[config.mk]
export PLATFORM = sky130hd
export DESIGN_NAME = qam_symbol_mapper
export DESIGN_NICKNAME = d
export VERILOG_FILES = /design/src/rtl/qam_symbol_mapper.sv
export SDC_FILE = /design/constraint.sdc
export NUM_CORES = 1
export LEC_CHECK = 0
export ABC_AREA = 1
export CORE_ASPECT_RATIO = 0.9
export CORE_MARGIN = 10
export CORE_UTILIZATION = 50
export CTS_CLUSTER_DIAMETER = 30
export CTS_CLUSTER_SIZE = 14
export DETAILED_ROUTE_END_ITERATION = 10
export PLACE_DENSITY = 0.73
export SLEW_MARGIN = 20
export SYNTH_ARGS = -nofsm -noshare
export SYNTH_HDL_FRONTEND = slang
export SYNTH_SLANG_ARGS = --single-unit
[constraint.sdc]
create_clock -name clock -period 1.7 [get_ports clock]
set_input_delay 0.255 -clock clock [delete_from_list [all_inputs] [get_ports clock]]
set_output_delay 0.255 -clock clock [all_outputs]
set_load 0.01 [all_outputs]
[src/rtl/qam_symbol_mapper.sv]
// Serial bit to QAM symbol mapper: Gray-maps interleaved Q/I bits to signed I/Q amplitudes.
// Outputs register one cycle after the final bit is captured. No backpressure: every strobe edge is consumed.
module qam_symbol_mapper #(
   parameter int MODE      = 0,
   parameter int AMP_W     = 8,
   parameter int LVL_OUTER = 96,
   parameter int LVL_INNER = 32,
   parameter int TIMEOUT   = 2048
) (
   input  logic             clock,
   input  logic             reset,
   input  logic             bit_in,
   input  logic             bit_strobe,
   output logic [AMP_W-1:0] sym_i,
   output logic [AMP_W-1:0] sym_q,
   output logic             sym_valid,
   output logic [15:0]      sym_count,
   output logic             underrun
);

   localparam int NBITS = (MODE != 0) ? 4 : 2;
   localparam int TW    = $clog2(TIMEOUT) + 1;
   localparam logic [AMP_W-1:0] POS_OUT = AMP_W'(LVL_OUTER);
   localparam logic [AMP_W-1:0] NEG_OUT = AMP_W'(-LVL_OUTER);
   localparam logic [AMP_W-1:0] POS_IN  = AMP_W'(LVL_INNER);
   localparam logic [AMP_W-1:0] NEG_IN  = AMP_W'(-LVL_INNER);

   typedef enum logic [1:0] {S_IDLE, S_COLLECT, S_UNDERRUN} state_t;

   state_t           state, state_nxt;
   logic             strobe_d;
   logic             strobe_edge;
   logic             last_bit;
   logic             timeout_hit;
   logic             sym_done;
   logic [1:0]       bit_cnt;
   logic [3:0]       shreg;
   logic [TW-1:0]    timer;
   logic [AMP_W-1:0] q_amp;
   logic [AMP_W-1:0] i_amp;

   function automatic logic [AMP_W-1:0] gray16(input logic [1:0] b);
      case (b)
         2'b00:   return NEG_OUT;
         2'b01:   return NEG_IN;
         2'b11:   return POS_IN;
         default: return POS_OUT;
      endcase
   endfunction

   assign strobe_edge = bit_strobe & ~strobe_d;
   assign last_bit    = (bit_cnt == 2'(NBITS - 1));
   // A strobe edge on the terminal-count cycle takes priority over the timeout.
   assign timeout_hit = (state == S_COLLECT) && (bit_cnt != 2'd0) &&
                        (timer == TW'(TIMEOUT - 1)) && !strobe_edge;

   always_comb begin
      state_nxt = state;
      case (state)
         S_IDLE, S_UNDERRUN: if (strobe_edge) state_nxt = S_COLLECT;
         S_COLLECT:          if (timeout_hit) state_nxt = S_UNDERRUN;
         default:            state_nxt = S_IDLE;
      endcase
   end

   // Shift order is Q1,I1,Q0,I0 (16-QAM) or Q,I (4-QAM), first bit in the MSB.
   always_comb begin
      if (MODE != 0) begin
         q_amp = gray16({shreg[3], shreg[1]});
         i_amp = gray16({shreg[2], shreg[0]});
      end else begin
         q_amp = shreg[1] ? POS_OUT : NEG_OUT;
         i_amp = shreg[0] ? POS_OUT : NEG_OUT;
      end
   end

   always_ff @(posedge clock) begin
      if (!reset) begin
         state     <= S_IDLE;
         strobe_d  <= 1'b1;
         bit_cnt   <= 2'd0;
         shreg     <= 4'd0;
         timer     <= '0;
         sym_done  <= 1'b0;
         sym_i     <= '0;
         sym_q     <= '0;
         sym_valid <= 1'b0;
         sym_count <= 16'd0;
         underrun  <= 1'b0;
      end else begin
         state     <= state_nxt;
         strobe_d  <= bit_strobe;
         sym_done  <= strobe_edge & last_bit;
         sym_valid <= 1'b0;

         if (strobe_edge) begin
            shreg   <= {shreg[2:0], bit_in};
            bit_cnt <= last_bit ? 2'd0 : bit_cnt + 2'd1;
            timer   <= '0;
         end else if (timeout_hit) begin
            bit_cnt <= 2'd0;
            timer   <= '0;
         end else if (bit_cnt != 2'd0) begin
            timer <= timer + TW'(1);
         end

         if (timeout_hit) begin
            sym_i    <= '0;
            sym_q    <= '0;
            underrun <= 1'b1;
         end else if (sym_done) begin
            sym_i     <= i_amp;
            sym_q     <= q_amp;
            sym_valid <= 1'b1;
            sym_count <= sym_count + 16'd1;
            underrun  <= 1'b0;
         end
      end
   end

endmodule

==> results.json, run 1 <==
{
  "worst-path-buf-inv": 1,
  "finalClockSkew_ns": 0.00978,
  "clockPowerShare_pct": 42.9,
  "worst_ep_arrival_time_ns": 1.34,
  "route.final.wire_length_mm": 4.91,
  "numCtsBuffers": 5,
  "fin_crit_sh_pct": 94.1,
  "cts_hold_repair.buffers": 0,
  "netSwitchingFraction_pct": 21.6,
  "fill_cells": 365,
  "first_global_vias": 1818,
  "p_per_area_nw_per_um2": 724,
  "synth.yosys.seq_area_share_pct": 39.2,
  "power.static_leakage_nw": 0.967,
  "drtPass1Iterations": 4,
  "ff_latch_area_um2": 865,
  "drive_above_1_share_pct": 15.9,
  "antenna_found_initial": 0,
  "ir_drop_mv": 0.295,
  "worst-path-max-fanout": 6,
  "timing.critical_path.slowest_cell_delay_ns": 0.59,
  "grt_start_max_net_pins": 15,
  "postRouteAntennaNets": 0,
  "setup_violations": 0,
  "synth-warning-count": 0,
  "io_buffer_count": 27,
  "final_common_cell": "sky130_fd_sc_hd__nand2_1",
  "grt_pass1_wl_mm": 8.41,
  "worst_path_max_delay_cell": "sky130_fd_sc_hd__clkdlybuf4s50_1",
  "grt.total_usage_pct": 13.2,
  "syn-mean-instance-area_um2": 7.14,
  "place.gp.congestion": 0.859,
  "floorplan.rows": 22,
  "kind_of_start_point_of_the_critical_path": "register",
  "syn_area_um2": 2200,
  "internal_power_w": 0.00152,
  "pre_cts_ws_ns": -0.00399,
  "die_area_um2": 7450,
  "max_cap_violations": 0,
  "initial_core_util_pct": 52.9,
  "cts-root-buf": "sky130_fd_sc_hd__clkbuf_8",
  "multi_input_comb_area_um2": 1130,
  "rsz0062_at_grt": "false",
  "p_comb_share_pct": 4.4,
  "route.detailed.drc": 0,
  "cp.required_ns": 1.44,
  "maxClockFrequency_mhz": 625,
  "vias": 1956,
  "setup_slack_ns": 0.100,
  "die_x_um": 89.9,
  "run_status": "completed",
  "number_of_ports_placed_on_the_die_boundary": 38,
  "worstSetupPathType": "register to output port",
  "dp_hpwl_mm": 3.69,
  "timing.critical_path.cells": "clkdlybuf4s50_1",
  "cts.path.max_buffers": 2,
  "finalHoldViolCount": 0,
  "path_delay_family": "buffers and inverters",
  "iteration_0_drc_count_of_the_detailed_router": 117,
  "final_net_count": 351,
  "number_of_unique_standard_cell_types_used_by_synthesis": 31,
  "ctsHtreeMaxLevel": 2,
  "p_total_w": 0.00194,
  "cts.repair_timing.setup_buffer_count": 0,
  "synthesis.instances": 308,
  "seq_power_share_pct": 52.7,
  "drt-vias-per-instance": 4.82,
  "timing.final.crit_period_ns": 1.60,
  "slew_viol_final": 0,
  "worstSkewPairLatency_ns": 0.30,
  "cts_tree": "done",
  "std_cell_core_area_um2": 4160,
  "average_wire_per_cell_in_the_routed_design_um": 12.1,
  "flow.area_growth_from_synthesis_pct": 22.0,
  "n_antenna_cell": 0,
  "clkSlewWorstSetupHoldPaths_ns": 0.08,
  "final_util_pct": 64.5,
  "final_cell_mix": "71 x sky130_fd_sc_hd__nand2_1, 45 x sky130_fd_sc_hd__nor2_1, 40 x sky130_fd_sc_hd__dfxtp_1",
  "dieHeight_um": 82.9,
  "min-delay-path-class": "register to register",
  "synth_seq_cells": 43,
  "net-switching-power_w": 0.000420,
  "endpoint_kind": "output port",
  "cts_sinks": 43,
  "grt.overflow.total": 0
}
## metal layers
| layer | wire (µm) | track usage (%) | vias to the layer above |
|---|---|---|---|
| met5 | 0 | 0 | - |
| met4 | 61 | 4.31 | 0 |
| met3 | 424 | 5.31 | 5 |
| met2 | 1940 | 19.0 | 52 |
| met1 | 2490 | 17.4 | 871 |
| li1 | - | - | 1028 |
## cells by family (layout without fill, tap and decap cells)
| family | after synthesis | after routing | share of synthesized area (%) |
|---|---|---|---|
| DFF | 43 | 43 | 39.2 |
| AOI/OAI and AO/OA | 34 | 34 | 9.39 |
| xor gates and xnor gates | 12 | 12 | 4.78 |
| other | 1 | 10 | 0.171 |
| buffers and inverters | 49 | 78 | 11.2 |
| adders and majority gates | 2 | 2 | 1.14 |
| and+or+nand+nor | 167 | 167 | 34.2 |
## sequential cells by signal (all words and copies together), names as in the netlist
name,cells
sym_count,16
timer,12
sym_i,3
bit_cnt,2
shreg,2
state,2
sym_q,2
strobe_d,1
sym_done,1
sym_valid,1
underrun,1
## power groups by stage
stage	combinational [W]	clock, W	sequential [W]
floorplan	0.0000714	0	0.00104
CTS	0.0000849	0.000850	0.00102
global placement	0.0000840	0	0.00104
detailed placement	0.0000846	0	0.00105
finish	0.0000862	0.000833	0.00102
global route	0.0000977	0.000883	0.00102
## stage by stage
step | cells | area (µm²) | setup TNS [ns] | hold slack, ns
2_1_floorplan | 317 | 2230 | 0 | 0.347
3_3_place_gp | 398 | 2550 | 0 | 0.456
3_5_place_dp | 398 | 2550 | -0.00399 | 0.456
4_1_cts | 406 | 2670 | 0 | 0.469
5_1_grt | 406 | 2680 | 0 | 0.479
6_report | 406 | 2680 | 0 | 0.467
## path summary, 6_finish.rpt
kind                              startpoint            end  slack [ns]  cells past startpoint
worst min-delay path                sym_q[6]       sym_q[6]        0.47                      2
worst min register to register      sym_q[6]       sym_q[6]        0.47                      2
worst max register to register  sym_count[1]  sym_count[14]        0.16                      9
worst max-delay path            sym_count[5]   sym_count[5]        0.10                      1
## timing repair
item                                    CTS  global route
endpoints found under the hold margin     0             0
endpoints found under the setup margin    0            11
resized for setup                         0             5
## cell type report
class / count / share of cell area, %
Inverter: 30 / 4.20
Timing Repair Buffer: 40 / 14.2
Tap cell: 60 / 2.80
Multi-Input combinational cell: 225 / 42.2
Clock buffer: 6 / 3.08
Clock inverter: 2 / 1.31
Sequential cell: 43 / 32.2
## synthesized netlist by cell type
cell | n | area, µm²
sky130_fd_sc_hd__a21oi_1 | 16 | 80.1
sky130_fd_sc_hd__inv_1 | 25 | 93.8
sky130_fd_sc_hd__or2_2 | 2 | 12.5
sky130_fd_sc_hd__nand2_4 | 1 | 11.3
sky130_fd_sc_hd__nand3_1 | 19 | 95.1
sky130_fd_sc_hd__nand2_2 | 10 | 62.6
sky130_fd_sc_hd__buf_4 | 12 | 90.1
sky130_fd_sc_hd__nor3_1 | 7 | 35.0
sky130_fd_sc_hd__conb_1 | 1 | 3.75
sky130_fd_sc_hd__xnor2_1 | 1 | 8.76
sky130_fd_sc_hd__clkbuf_1 | 1 | 3.75
sky130_fd_sc_hd__a211oi_1 | 1 | 7.51
sky130_fd_sc_hd__nand3_4 | 1 | 17.5
sky130_fd_sc_hd__inv_2 | 3 | 11.3
sky130_fd_sc_hd__o21ai_0 | 8 | 40.0
sky130_fd_sc_hd__xor2_1 | 11 | 96.3
sky130_fd_sc_hd__nor3b_1 | 1 | 7.51
sky130_fd_sc_hd__a21oi_2 | 9 | 78.8
sky130_fd_sc_hd__buf_2 | 4 | 20.0
sky130_fd_sc_hd__nor2_1 | 45 | 169
sky130_fd_sc_hd__ha_1 | 2 | 25.0
sky130_fd_sc_hd__nand3b_1 | 2 | 15.0
sky130_fd_sc_hd__nor2_4 | 2 | 22.5
sky130_fd_sc_hd__nand2_1 | 71 | 267
sky130_fd_sc_hd__dfxtp_1 | 43 | 861
sky130_fd_sc_hd__clkinv_1 | 2 | 7.51
sky130_fd_sc_hd__buf_8 | 1 | 15.0
sky130_fd_sc_hd__nor2_2 | 1 | 6.26
sky130_fd_sc_hd__or2_0 | 1 | 6.26
sky130_fd_sc_hd__buf_1 | 1 | 3.75
sky130_fd_sc_hd__nand4_1 | 4 | 25.0
No activity file was read; power rests on OpenSTA's default activity.
==> run 2: changes to the inputs <==
--- a/config.mk
+++ b/config.mk
@@ -13,6 +13,7 @@
 export CTS_CLUSTER_SIZE = 14
 export DETAILED_ROUTE_END_ITERATION = 10
 export PLACE_DENSITY = 0.73
+export SKIP_LAST_GASP = 1
 export SLEW_MARGIN = 20
 export SYNTH_ARGS = -nofsm -noshare
 export SYNTH_HDL_FRONTEND = slang
==> results.json, run 2 (synthesis gave the netlist of run 1 again) <==
{
  "run_status": "completed",
  "ir_drop_mv": 0.295,
  "max_cap_violations": 0,
  "cts_tree": "done",
  "worst_path_max_delay_cell": "sky130_fd_sc_hd__clkdlybuf4s50_1",
  "fin_crit_sh_pct": 94.1,
  "first_global_vias": 1818,
  "r2r_cells": 8,
  "cts_hold_repair.buffers": 0,
  "initial_core_util_pct": 52.9,
  "r2r_endpoint": "sym_count[13]",
  "layout_top_registers": "sym_count x16, timer x12, sym_i x3",
  "multi_input_comb_area_um2": 1130,
  "postRouteAntennaNets": 0,
  "setup_violations": 0,
  "p_per_area_nw_per_um2": 724,
  "number_of_ports_placed_on_the_die_boundary": 38,
  "timing.critical_path.slowest_cell_delay_ns": 0.59,
  "vias": 1956,
  "kind_of_start_point_of_the_critical_path": "register",
  "antenna_found_initial": 0,
  "worst-path-max-fanout": 6,
  "die_area_um2": 7450,
  "flow.area_growth_from_synthesis_pct": 21.9,
  "final_util_pct": 64.5,
  "total_negative_slack_for_setup_checks_ns": 0,
  "endpoint_kind": "output port",
  "slew_viol_final": 0,
  "route.final.wire_length_mm": 4.91,
  "cts_sinks": 43,
  "timing.hold.worst.start": "sym_q[6]",
  "n_antenna_cell": 0,
  "worst-path-buf-inv": 1,
  "numCtsBuffers": 5,
  "die_x_um": 89.9,
  "min-delay-path-class": "register to register",
  "iteration_0_drc_count_of_the_detailed_router": 117,
  "fill_cells": 363,
  "power.static_leakage_nw": 0.966,
  "largest_register_ff_count": 16,
  "finalHoldViolCount": 0,
  "drive_above_1_share_pct": 15.6,
  "floorplan.rows": 22,
  "cts.repair_timing.setup_buffer_count": 0,
  "ff_latch_area_um2": 863,
  "r2r_start": "timer[0]",
  "layoutNonFillerInstCount": 406,
  "cp.required_ns": 1.44,
  "place_inst": 398,
  "final_common_cell": "sky130_fd_sc_hd__nand2_1",
  "worst_ep_arrival_time_ns": 1.34,
  "cts-root-buf": "sky130_fd_sc_hd__clkbuf_8",
  "postCtsResizedCells": 0,
  "grt_start_max_net_pins": 15,
  "route.detailed.drc": 0,
  "timing.hold.ws_ns": 0.467,
  "cts.path.max_buffers": 2,
  "final_net_count": 351,
  "io_buffer_count": 27,
  "dp_hpwl_mm": 3.69,
  "grt.overflow.total": 0,
  "place.gp.congestion": 0.859,
  "ctsHtreeMaxLevel": 2,
  "rsz0062_at_grt": "true",
  "grt_pass1_wl_mm": 8.41,
  "std_cell_core_area_um2": 4160,
  "worstSkewPairLatency_ns": 0.30,
  "final_cell_mix": "71 x sky130_fd_sc_hd__nand2_1, 45 x sky130_fd_sc_hd__nor2_1, 41 x sky130_fd_sc_hd__dfxtp_1",
  "worstSetupPathType": "register to output port",
  "finalClockSkew_ns": 0.00978,
  "regToRegSetupSlack_ns": 0.13,
  "dieHeight_um": 82.9,
  "average_wire_per_cell_in_the_routed_design_um": 12.1,
  "grt.total_usage_pct": 13.2,
  "path_delay_family": "buffers and inverters",
  "hold-path-cell-count": 2,
  "drt-vias-per-instance": 4.82,
  "drtPass1Iterations": 4,
  "timing.critical_path.cells": "clkdlybuf4s50_1",
  "maxClockFrequency_mhz": 625,
  "end_point_of_the_worst_hold_path": "sym_q[6]",
  "timing.final.crit_period_ns": 1.60,
  "clkSlewWorstSetupHoldPaths_ns": 0.08,
  "top_register": "sym_count"
}
==> run 2: routing by layer <==
layer | track usage, % | part of all wire (%)
met1 | 17.4 | 51
met2 | 19.0 | 39
met3 | 5.31 | 8.6
met4 | 4.31 | 1.2
met5 | 0 | 0
==> run 2: layout make-up <==
type,instances,area share (%)
Inverter,30,4.20
Clock buffer,6,3.08
Timing Repair Buffer,40,14.2
Tap cell,60,2.80
Multi-Input combinational cell,225,42.2
Clock inverter,2,1.31
Sequential cell,43,32.2
==> run 2: worst max-delay path by stage <==
stage                  from            end  depth (start not counted)
5_1_grt            timer[0]  sym_count[13]                          8
4_1_cts        sym_count[2]   sym_count[2]                          1
6_report       sym_count[5]   sym_count[5]                          1
2_1_floorplan  sym_count[0]  sym_count[14]                          9
3_5_place_dp     bit_strobe  sym_count[13]                          8
3_3_place_gp     bit_strobe  sym_count[13]                          8
==> run 2: report_power, final <==
group	switching [W]	total (W)	internal, W
registers	0.00000604	0.00102	0.00102
logic	0.0000567	0.0000862	0.0000295
clock network	0.000357	0.000833	0.000476
total	0.000420	0.00194	0.00152
==> run 2: metrics by stage <==
step	setup WS [ns]	area (µm²)	power [W]
floorplan	0.248	2230	0.00112
global placement	0.0523	2550	0.00113
detailed placement	-0.00399	2550	0.00113
CTS	0.0634	2670	0.00196
global route	-0.00251	2680	0.00200
finish	0.100	2680	0.00194
